<file path="src/rtl/mem_stage_axi.sv">
// Memory stage with an AXI4-Lite master port.
// Turns a load or store from EX/MEM into one AXI4-Lite transaction and stalls the pipeline
// until the transaction completes. A store drives AW and W together. A load drives AR and
// then waits for R. The captured word is formatted for LB/LH/LW/LBU/LHU.
// Optional feature: define MEM_MISALIGN_TRAP_EN to trap misaligned halfword and word accesses.
// A trapped access issues no bus transaction and pulses misaligned.

module mem_stage_axi #(
  parameter int unsigned ADDR_WIDTH = 32
) (
  input  logic                  clk,
  input  logic                  rst,
  input  logic [31:0]           result,
  input  logic [31:0]           op2_data,
  input  logic                  mem_write,
  input  logic                  mem_read,
  input  logic [1:0]            store_type,
  input  logic [2:0]            load_type,
  output logic [31:0]           read_data,
  output logic [31:0]           calculated_result,
  output logic                  stall,
  output logic                  bus_error,
  output logic                  misaligned,
  // AXI4-Lite write channels
  output logic [ADDR_WIDTH-1:0] m_awaddr,
  output logic                  m_awvalid,
  input  logic                  m_awready,
  output logic [31:0]           m_wdata,
  output logic [3:0]            m_wstrb,
  output logic                  m_wvalid,
  input  logic                  m_wready,
  input  logic [1:0]            m_bresp,
  input  logic                  m_bvalid,
  output logic                  m_bready,
  // AXI4-Lite read channels
  output logic [ADDR_WIDTH-1:0] m_araddr,
  output logic                  m_arvalid,
  input  logic                  m_arready,
  input  logic [31:0]           m_rdata,
  input  logic [1:0]            m_rresp,
  input  logic                  m_rvalid,
  output logic                  m_rready
);

  typedef enum logic [2:0] {
    StIdle = 3'd0,
    StWr   = 3'd1,
    StWb   = 3'd2,
    StRa   = 3'd3,
    StRd   = 3'd4,
    StDone = 3'd5
  } state_e;

  localparam logic [1:0] StSb = 2'b00;
  localparam logic [1:0] StSh = 2'b01;
  localparam logic [2:0] LdLb  = 3'b000;
  localparam logic [2:0] LdLh  = 3'b001;
  localparam logic [2:0] LdLw  = 3'b010;
  localparam logic [2:0] LdLbu = 3'b011;
  localparam logic [2:0] LdLhu = 3'b100;

  state_e r_state, w_state_d;

  // Transaction context captured when leaving IDLE
  logic [ADDR_WIDTH-1:2] r_addr;
  logic [1:0]            r_off;
  logic [2:0]            r_load_type;
  logic [31:0]           r_wdata;
  logic [3:0]            r_wstrb;
  logic                  r_aw_pend;
  logic                  r_w_pend;
  logic [1:0]            r_resp;

  // Read result context. It is kept apart from r_off/r_load_type, so a later store
  // cannot disturb read_data.
  logic [31:0]           r_rword;
  logic [1:0]            r_rd_off;
  logic [2:0]            r_rd_ltype;

  logic                  w_start_wr;
  logic                  w_start_rd;
  logic                  w_start_trap;
  logic                  w_mis;
  logic                  w_aw_done;
  logic                  w_w_done;
  logic [31:0]           w_wdata_fmt;
  logic [3:0]            w_wstrb_fmt;
  logic [31:0]           w_shift;
  logic [15:0]           w_half;

`ifdef MEM_MISALIGN_TRAP_EN
  logic r_mis;

  // Flags halfword accesses on an odd byte and word accesses that are not word-aligned.
  always_comb begin
    if (mem_write) begin
      w_mis = ((store_type == StSh) && result[0]) ||
              ((store_type == 2'b10) && (result[1:0] != 2'b00));
    end else begin
      w_mis = (((load_type == LdLh) || (load_type == LdLhu)) && result[0]) ||
              ((load_type == LdLw) && (result[1:0] != 2'b00));
    end
  end

  assign misaligned = (r_state == StDone) && r_mis;
`else
  assign w_mis      = 1'b0;
  assign misaligned = 1'b0;
`endif

  // A channel counts as done once its handshake has happened, whether in this cycle or earlier.
  assign w_aw_done = ~r_aw_pend | m_awready;
  assign w_w_done  = ~r_w_pend | m_wready;

  // FSM state register
  always_ff @(posedge clk or negedge rst) begin
    if (!rst) begin
      r_state <= StIdle;
    end else begin
      r_state <= w_state_d;
    end
  end

  // Next-state logic. A write has priority over a read.
  always_comb begin
    w_state_d    = r_state;
    w_start_wr   = 1'b0;
    w_start_rd   = 1'b0;
    w_start_trap = 1'b0;
    unique case (r_state)
      StIdle: begin
        if (mem_write || mem_read) begin
          if (w_mis) begin
            w_state_d    = StDone;
            w_start_trap = 1'b1;
          end else if (mem_write) begin
            w_state_d  = StWr;
            w_start_wr = 1'b1;
          end else begin
            w_state_d  = StRa;
            w_start_rd = 1'b1;
          end
        end
      end
      StWr:    if (w_aw_done && w_w_done) w_state_d = StWb;
      StWb:    if (m_bvalid) w_state_d = StDone;
      StRa:    if (m_arready) w_state_d = StRd;
      StRd:    if (m_rvalid) w_state_d = StDone;
      StDone:  w_state_d = StIdle;
      default: w_state_d = StIdle;
    endcase
  end

  // Store lane replication and byte strobes
  always_comb begin
    w_wdata_fmt = op2_data;
    w_wstrb_fmt = 4'b1111;
    unique case (store_type)
      StSb: begin
        w_wdata_fmt = {4{op2_data[7:0]}};
        w_wstrb_fmt = 4'b0001 << result[1:0];
      end
      StSh: begin
        w_wdata_fmt = {2{op2_data[15:0]}};
        w_wstrb_fmt = 4'b0011 << {result[1], 1'b0};
      end
      default: ;
    endcase
  end

  // Transaction context, handshake tracking and response capture
  always_ff @(posedge clk or negedge rst) begin
    if (!rst) begin
      r_addr      <= '0;
      r_off       <= 2'b00;
      r_load_type <= 3'b000;
      r_wdata     <= 32'h0;
      r_wstrb     <= 4'b0000;
      r_aw_pend   <= 1'b0;
      r_w_pend    <= 1'b0;
      r_resp      <= 2'b00;
      r_rword     <= 32'h0;
      r_rd_off    <= 2'b00;
      r_rd_ltype  <= 3'b000;
`ifdef MEM_MISALIGN_TRAP_EN
      r_mis       <= 1'b0;
`endif
    end else begin
      if (w_start_wr || w_start_rd) begin
        r_addr      <= result[ADDR_WIDTH-1:2];
        r_off       <= result[1:0];
        r_load_type <= load_type;
        r_resp      <= 2'b00;
      end
      if (w_start_wr) begin
        r_wdata   <= w_wdata_fmt;
        r_wstrb   <= w_wstrb_fmt;
        r_aw_pend <= 1'b1;
        r_w_pend  <= 1'b1;
      end
      if (w_start_trap) begin
        r_resp <= 2'b00;
`ifdef MEM_MISALIGN_TRAP_EN
        r_mis  <= 1'b1;
`endif
      end
      if (r_state == StWr) begin
        if (m_awready) r_aw_pend <= 1'b0;
        if (m_wready)  r_w_pend  <= 1'b0;
      end
      if ((r_state == StWb) && m_bvalid) begin
        r_resp <= m_bresp;
      end
      if ((r_state == StRd) && m_rvalid) begin
        r_resp     <= m_rresp;
        // A read that returns an error yields zero, whatever the load type.
        r_rword    <= (m_rresp == 2'b00) ? m_rdata : 32'h0;
        r_rd_off   <= r_off;
        r_rd_ltype <= r_load_type;
      end
`ifdef MEM_MISALIGN_TRAP_EN
      if (r_state == StDone) r_mis <= 1'b0;
`endif
    end
  end

  // Load formatting from the captured word
  assign w_shift = r_rword >> {r_rd_off, 3'b000};
  assign w_half  = r_rd_off[1] ? r_rword[31:16] : r_rword[15:0];

  // Selects the byte or halfword, then sign- or zero-extends it as the load type requires.
  always_comb begin
    read_data = r_rword;
    case (r_rd_ltype)
      LdLb:    read_data = {{24{w_shift[7]}}, w_shift[7:0]};
      LdLh:    read_data = {{16{w_half[15]}}, w_half};
      LdLbu:   read_data = {24'h0, w_shift[7:0]};
      LdLhu:   read_data = {16'h0, w_half};
      default: read_data = r_rword;
    endcase
  end

  // Pipeline and bus outputs
  assign calculated_result = result;
  assign stall     = rst && ((r_state == StIdle) ? (mem_read | mem_write) : (r_state != StDone));
  assign bus_error = (r_state == StDone) && (r_resp != 2'b00);

  assign m_awaddr  = {r_addr, 2'b00};
  assign m_araddr  = {r_addr, 2'b00};
  assign m_wdata   = r_wdata;
  assign m_wstrb   = r_wstrb;
  assign m_awvalid = (r_state == StWr) && r_aw_pend;
  assign m_wvalid  = (r_state == StWr) && r_w_pend;
  assign m_bready  = (r_state == StWb);
  assign m_arvalid = (r_state == StRa);
  assign m_rready  = (r_state == StRd);

endmodule

</file>
<file path="config.mk">
export PLATFORM = sky130hd
export DESIGN_NAME = mem_stage_axi
export DESIGN_NICKNAME = d
export VERILOG_FILES = /design/src/rtl/mem_stage_axi.sv
export SDC_FILE = /design/constraint.sdc
export NUM_CORES = 1
export LEC_CHECK = 0
export ABC_AREA = 1
export BUFFER_PORTS_ARGS = -buffer_cell sky130_fd_sc_hd__buf_4
export CORE_MARGIN = 1
export CORE_UTILIZATION = 48
export CTS_BUF_LIST = sky130_fd_sc_hd__clkbuf_16
export DETAILED_ROUTE_END_ITERATION = 7
export GPL_TIMING_DRIVEN = 0
export PLACE_DENSITY_LB_ADDON = 0.08
export SETUP_SLACK_MARGIN = 0.02
export SLEW_MARGIN = 20
export SYNTH_ARGS = -nofsm -noshare
export SYNTH_HDL_FRONTEND = slang
export SYNTH_SLANG_ARGS = --single-unit
</file>
<file path="constraint.sdc">
create_clock -name clk -period 2 [get_ports clk]
set_clock_uncertainty 0.15 [all_clocks]
set_input_delay 0.3 -clock clk [delete_from_list [all_inputs] [get_ports clk]]
set_output_delay 0.3 -clock clk [all_outputs]
set_load 0.005 [all_outputs]
</file>
==> flow_summary.yaml, run 1 <==
logic_synthesis:
  synthMuxAreaShare_pct: 5.82
  synth_xor_area_share_pct: 0
  synthSimpleGateAreaFrac_pct: 23.9
  synth_top_family_by_area: "simple AND/OR/NAND/NOR gates"
  ys_types: 24
  synth.avg_cell_area_um2: 7.74
  yosysWarningCount: 0
  synth_compound_area_share_pct: 11.3
  synthAdderAreaFrac_pct: 0
  syn_inst: 834
  yosysSeqAreaShare_pct: 44.6
  ys_ff_latch: 115
  netlist_area_um2: 6450
layout:
  final_util_pct: 82.0
  design_area_um2: 10600
  syn_to_final_growth_pct: 63.7
  layout-drive-gt1-share_pct: 45.7
  nNetsFinal: 1322
  final_cells: 1393
sta:
  finalHoldViolCount: 58
  fin_crit_ns: 2.31
  slew_violations: 0
  tns_ns: -7.51
  worstMarginPinSlew_ns: 0.548
  relSlewSlack_pct: 63.5
  fin_ws_ns: -0.307
  hold_slack_ns: -0.305
  setup_viol: 32
  grt_setup_unrepaired: "yes"
  period_share_pct: 115
  clock.fmax_mhz: 433
critical_path:
  setup.worst_path.class: "flop to output pin"
  cp-start-kind: "flop"
  cp.arrival_ns: 1.86
  cp_max_fo: 7
  required_ns: 1.55
  endpoint_kind: "output pin"
clock_network:
  cts_buffer_depth: 2
  clock_latency_ns: 0.42
  clk_pin_slew_ns: 0.05
  holdBufCountCts: 37
  htree_num_levels: 4
  clock-root-buffer: "clkbuf_16"
  cts_sinks: 115
  cts_made_buffers: 17
  cts_tree: "yes"
power_and_ir_drop:
  p_per_area_nw_per_um2: 1530
  switching_share_pct: 39.1
  pwr-share-comb_pct: 54.8
  p_clk_share_pct: 17.7
  worst_ir_drop_vdd_mv: 0.809
  switchingPower_mw: 6.33
  power.internal_mw: 9.86
  seq_power_share_pct: 27.5
  finalPower_mw: 16.2
  p_leak_nw: 5.48
run:
  drv_cap: 0
die:
  die_h_um: 118
  dieArea_um2: 13900
  start_util_pct: 50.1
  pin_count: 286
  coreArea_um2: 12900
  die_w_um: 118
  rows: 41
detailed_routing:
  wl_um: 24500
  drtIter0Drc: 699
  viasPerCell: 5.33
  drcViolationCount: 0
  vias: 7430
  wl_per_cell_um: 17.6
  drt.antenna.violating_nets: 0
  first_pass_iters: 6
place:
  dp_slack_ns: -0.0998
  place_area_um2: 8810
  gp_congestion: 0.916
  dp_hpwl_um: 15500
  dp_cells: 1290
  io_buffers: 279
min_path:
  worstHoldPathType: "input pin to asynchronous set/reset pin"
grt:
  grt_pass1_wl_um: 36100
  grt_max_degree: 60
  grt_usage_pct: 33.6
  overflow: 0
  antenna_found_initial: 1
  first_global_vias: 7037
outcome:
  status: "finished, violations left"
  violations: "hold timing, setup timing"
## sequential cells by signal, summed over array words and instances, names as in the netlist, 2 cells and up
name and count:
m_wdata 32, r_rword 32, r_addr 30, m_wstrb 4, r_load_type 3, r_rd_ltype 3, r_state 3, r_off 2
r_rd_off 2, r_resp 2
## cell usage after synthesis
cell type / count / area [um2]
buf_6: 2 / 22.5
conb_1: 1 / 3.75
nand3_4: 1 / 17.5
clkbuf_1: 20 / 75.1
nand2_1: 261 / 980
mux2_4: 4 / 60.1
nor2_4: 3 / 33.8
a21oi_1: 36 / 180
nand3_2: 2 / 20.0
o22ai_1: 1 / 6.26
dfrtp_1: 115 / 2880
inv_2: 4 / 15.0
o21ai_0: 92 / 460
buf_4: 68 / 510
clkbuf_2: 1 / 5.00
nand4_1: 2 / 12.5
nand3_1: 61 / 305
mux2_2: 28 / 315
inv_1: 53 / 199
buf_2: 19 / 95.1
nand3b_1: 1 / 7.51
nor2_1: 44 / 165
o21ai_1: 8 / 40.0
a31oi_1: 7 / 43.8
## cells by family after synthesis
group	count (synthesis)
and+or+nand+nor	375
DFF	115
AOI/OAI and AO/OA	144
buffers and inverters	167
muxes	32
other	1
## worst paths after layout
| check | end | slack, ns | cells past startpoint | from |
|---|---|---|---|---|
| max in group asynchronous | r_rd_ltype[2]$_DFFE_PN0P_ | 1.33 | 2 | rst |
| worst min-delay path | r_state[1]$_DFFE_PN0P_ | -0.31 | 1 | rst |
| worst max-delay path | read_data[0] | -0.31 | 8 | r_rd_ltype[0]$_DFFE_PN0P_ |
| min in group clk | m_wdata[0]$_DFFE_PN0P_ | 0.01 | 3 | op2_data[0] |
| worst min register to register | m_wstrb[1]$_DFFE_PN0P_ | 0.32 | 2 | m_wstrb[1]$_DFFE_PN0P_ |
| worst max register to register | r_addr[11]$_DFFE_PN0P_ | 0.20 | 5 | r_state[2]$_DFFE_PN0P_ |
## power groups by stage
stage | clock network (mW) | registers (mW) | logic, mW
global route | 3.00 | 4.55 | 9.47
finish | 2.86 | 4.46 | 8.87
floorplan | 0 | 4.15 | 3.62
global placement | 0 | 4.31 | 6.74
CTS | 2.88 | 4.36 | 7.91
detailed placement | 0 | 4.34 | 6.88
## placed cells by master, fill, tap and decap left out, types with 3 or more instances in the layout
master         instances
conb_1                 5
nor2_4                 5
clkbuf_1              16
buf_2                 15
buf_4                361
mux2_4                 4
a21oi_1               26
dlygate4sd3_1         37
nor2_1                38
a21oi_2               10
clkinvlp_4             3
dfrtp_2                3
clkbuf_16             17
o21ai_2               16
inv_1                 50
o21ai_0               74
nand3_4                4
buf_12                 3
mux2_2                28
nor2_2                 4
nand2_4                6
o21ai_1                9
a31oi_4                7
clkinv_2               3
nand2_1              233
dfrtp_1              112
buf_6                 23
inv_2                  6
nand3_2                4
nand3_1               56
nand2_2               22
## per-layer routing
layer,GRT usage [%],vias up,routed length [um]
met3,10.6,116,2540
li1,-,3373,-
met2,58.3,471,12400
met4,13.9,0,1160
met5,0,-,0
met1,38.1,3470,8410
## critical path: stages, from the launching register on
cell     delay, ns
dfrtp_1       0.41
inv_2         0.11
buf_4         0.13
nand3_4       0.14
buf_4         0.20
nor2_1        0.15
a21oi_1       0.07
nand3_1       0.12
buf_4         0.12
## repair_timing
item                                   CTS  global route
endpoints found under the hold margin   95            58
setup endpoints to repair               35            36
resized for setup                      106            65
setup buffers                           20            11
cloned                                   3             0
pin swaps                               17            23
## layout make-up
| type | count | area, um2 |
|---|---|---|
| Tap cell | 172 | 215 |
| Inverter | 57 | 236 |
| Sequential cell | 115 | 2880 |
| Buffer | 110 | 769 |
| Antenna cell | 1 | 2.50 |
| Fill cell | 841 | 2320 |
| Clock inverter | 14 | 125 |
| Clock buffer | 17 | 425 |
| Multi-Input combinational cell | 556 | 3050 |
| Timing Repair Buffer | 351 | 2850 |
No activity file was read; power rests on OpenSTA's default activity.
==> run 2: changes to the inputs <==
--- a/config.mk
+++ b/config.mk
@@ -14,6 +14,7 @@
 export GPL_TIMING_DRIVEN = 0
 export PLACE_DENSITY_LB_ADDON = 0.08
 export SETUP_SLACK_MARGIN = 0.02
+export SKIP_CTS_REPAIR_TIMING = 1
 export SLEW_MARGIN = 20
 export SYNTH_ARGS = -nofsm -noshare
 export SYNTH_HDL_FRONTEND = slang
==> flow_summary.yaml, run 2 (synthesis results as in run 1) <==
outcome:
  status: "finished, violations left"
  violations: "hold timing, setup timing"
place:
  gp_congestion: 0.916
  dp_cells: 1290
  place_area_um2: 8810
  dp_hpwl_um: 15500
  io_buffers: 279
sta:
  worstMarginPinSlew_ns: 0.514
  clock.fmax_mhz: 426
  finalHoldViolCount: 59
  relSlewSlack_pct: 65.7
  hold_slack_ns: -0.305
  grt_setup_unrepaired: "yes"
  setup_viol: 32
  fin_ws_ns: -0.348
  slew_violations: 0
  period_share_pct: 117
  fin_crit_ns: 2.35
layout:
  layout-drive-gt1-share_pct: 43.1
  diodes: 0
  syn_to_final_growth_pct: 58.7
  final_cells: 1374
  final_util_pct: 79.5
  design_area_um2: 10200
  nNetsFinal: 1304
  mostFrequentLayoutCells: "buf_4 (358), nand2_1 (248), dfrtp_1 (112)"
  final_common_cell: "buf_4"
die:
  rows: 41
  dieArea_um2: 13900
  die_w_um: 118
  pin_count: 286
  start_util_pct: 50.1
  coreArea_um2: 12900
  die_h_um: 118
detailed_routing:
  wl_per_cell_um: 16.6
  drt.antenna.violating_nets: 0
  wl_um: 22800
  vias: 7104
  first_pass_iters: 6
  drcViolationCount: 0
  viasPerCell: 5.17
  drtIter0Drc: 506
power_and_ir_drop:
  worst_ir_drop_vdd_mv: 0.816
  p_leak_nw: 5.36
  finalPower_mw: 15.4
  p_clk_share_pct: 18.6
  seq_power_share_pct: 28.9
  p_per_area_nw_per_um2: 1500
  pwr-share-comb_pct: 52.5
  power.internal_mw: 9.48
  switching_share_pct: 38.4
  switchingPower_mw: 5.90
critical_path:
  reg2reg_to: "r_addr[29]$_DFFE_PN0P_"
  cp_max_fo: 6
  r2r_start: "r_state[0]$_DFFE_PN0P_"
  required_ns: 1.55
  setup.worst_path.class: "flop to output pin"
  cp-start-kind: "flop"
  cp.arrival_ns: 1.90
  r2r_setup_slack_ns: 0.30
  endpoint_kind: "output pin"
  reg2regPathDepth: 5
clock_network:
  cts_buffer_depth: 2
  cts_tree: "yes"
  cts_sinks: 115
  htree_num_levels: 4
  cts_made_buffers: 17
  clock-root-buffer: "clkbuf_16"
  clock_latency_ns: 0.42
  clk_pin_slew_ns: 0.05
grt:
  overflow: 0
  antenna_found_initial: 0
  grt_pass1_wl_um: 32200
  grt_usage_pct: 29.8
  grt_max_degree: 60
  first_global_vias: 6373
min_path:
  worstHoldPathType: "input pin to asynchronous set/reset pin"
run:
  drv_cap: 0
-- run 2: metal layers --
| layer | vias up | GRT usage (%) | share of wire (%) |
|---|---|---|---|
| met5 | - | 0 | 0 |
| met4 | 0 | 8.09 | 2.5 |
| met3 | 50 | 10.4 | 9.0 |
| met2 | 353 | 51.1 | 51 |
| met1 | 3363 | 35.2 | 37 |
| li1 | 3338 | - | - |
-- run 2: area by class of cell --
| class | instances | area, um2 |
|---|---|---|
| multi-input combinational | 556 | 2920 |
| sequential | 115 | 2880 |
| timing repair buffer | 333 | 2670 |
| fill | 924 | 2640 |
| buffer | 110 | 767 |
| clock buffer | 17 | 425 |
| inverter | 57 | 229 |
| tap | 172 | 215 |
| clock inverter | 14 | 125 |
-- run 2: worst max path at each step --
stage	startpoint	to	slack, ns	cells past startpoint
after floorplan	r_rd_ltype[1]$_DFFE_PN0P_	read_data[16]	0.31	8
after global placement	rst	stall	-0.29	4
after detailed placement	r_rd_off[0]$_DFFE_PN0P_	read_data[26]	-0.1	9
after CTS	r_rd_off[0]$_DFFE_PN0P_	read_data[26]	-0.56	9
after global routing	r_rd_ltype[0]$_DFFE_PN0P_	read_data[26]	-0.40	9
final	r_rd_ltype[0]$_DFFE_PN0P_	read_data[22]	-0.35	9
-- run 2: per-stage QoR --
stage               setup TNS, ns  setup slack, ns  hold slack, ns
global route               -10.69           -0.395          -0.259
CTS                        -14.96           -0.555          -0.282
global placement            -1.39           -0.287           0.307
detailed placement          -1.01          -0.0998           0.162
floorplan                       0            0.314          -0.146
finish                      -9.02           -0.348          -0.305
-- run 2: power groups by stage --
stage               clock network, mW  registers [mW]  logic [mW]
finish                           2.86            4.44        8.08
global route                     2.99            4.55        8.74
CTS                              2.88            4.34        6.91
detailed placement                  0            4.34        6.88
global placement                    0            4.31        6.74
floorplan                           0            4.15        3.62
-- run 2: critical path, stage by stage, from the launching register on --
cell	delay [ns]
dfrtp_1	0.44
inv_2	0.12
nand2_4	0.06
nor2_4	0.23
nand3_4	0.12
nand2_2	0.11
inv_4	0.06
clkbuf_16	0.16
o21ai_2	0.06
buf_4	0.13
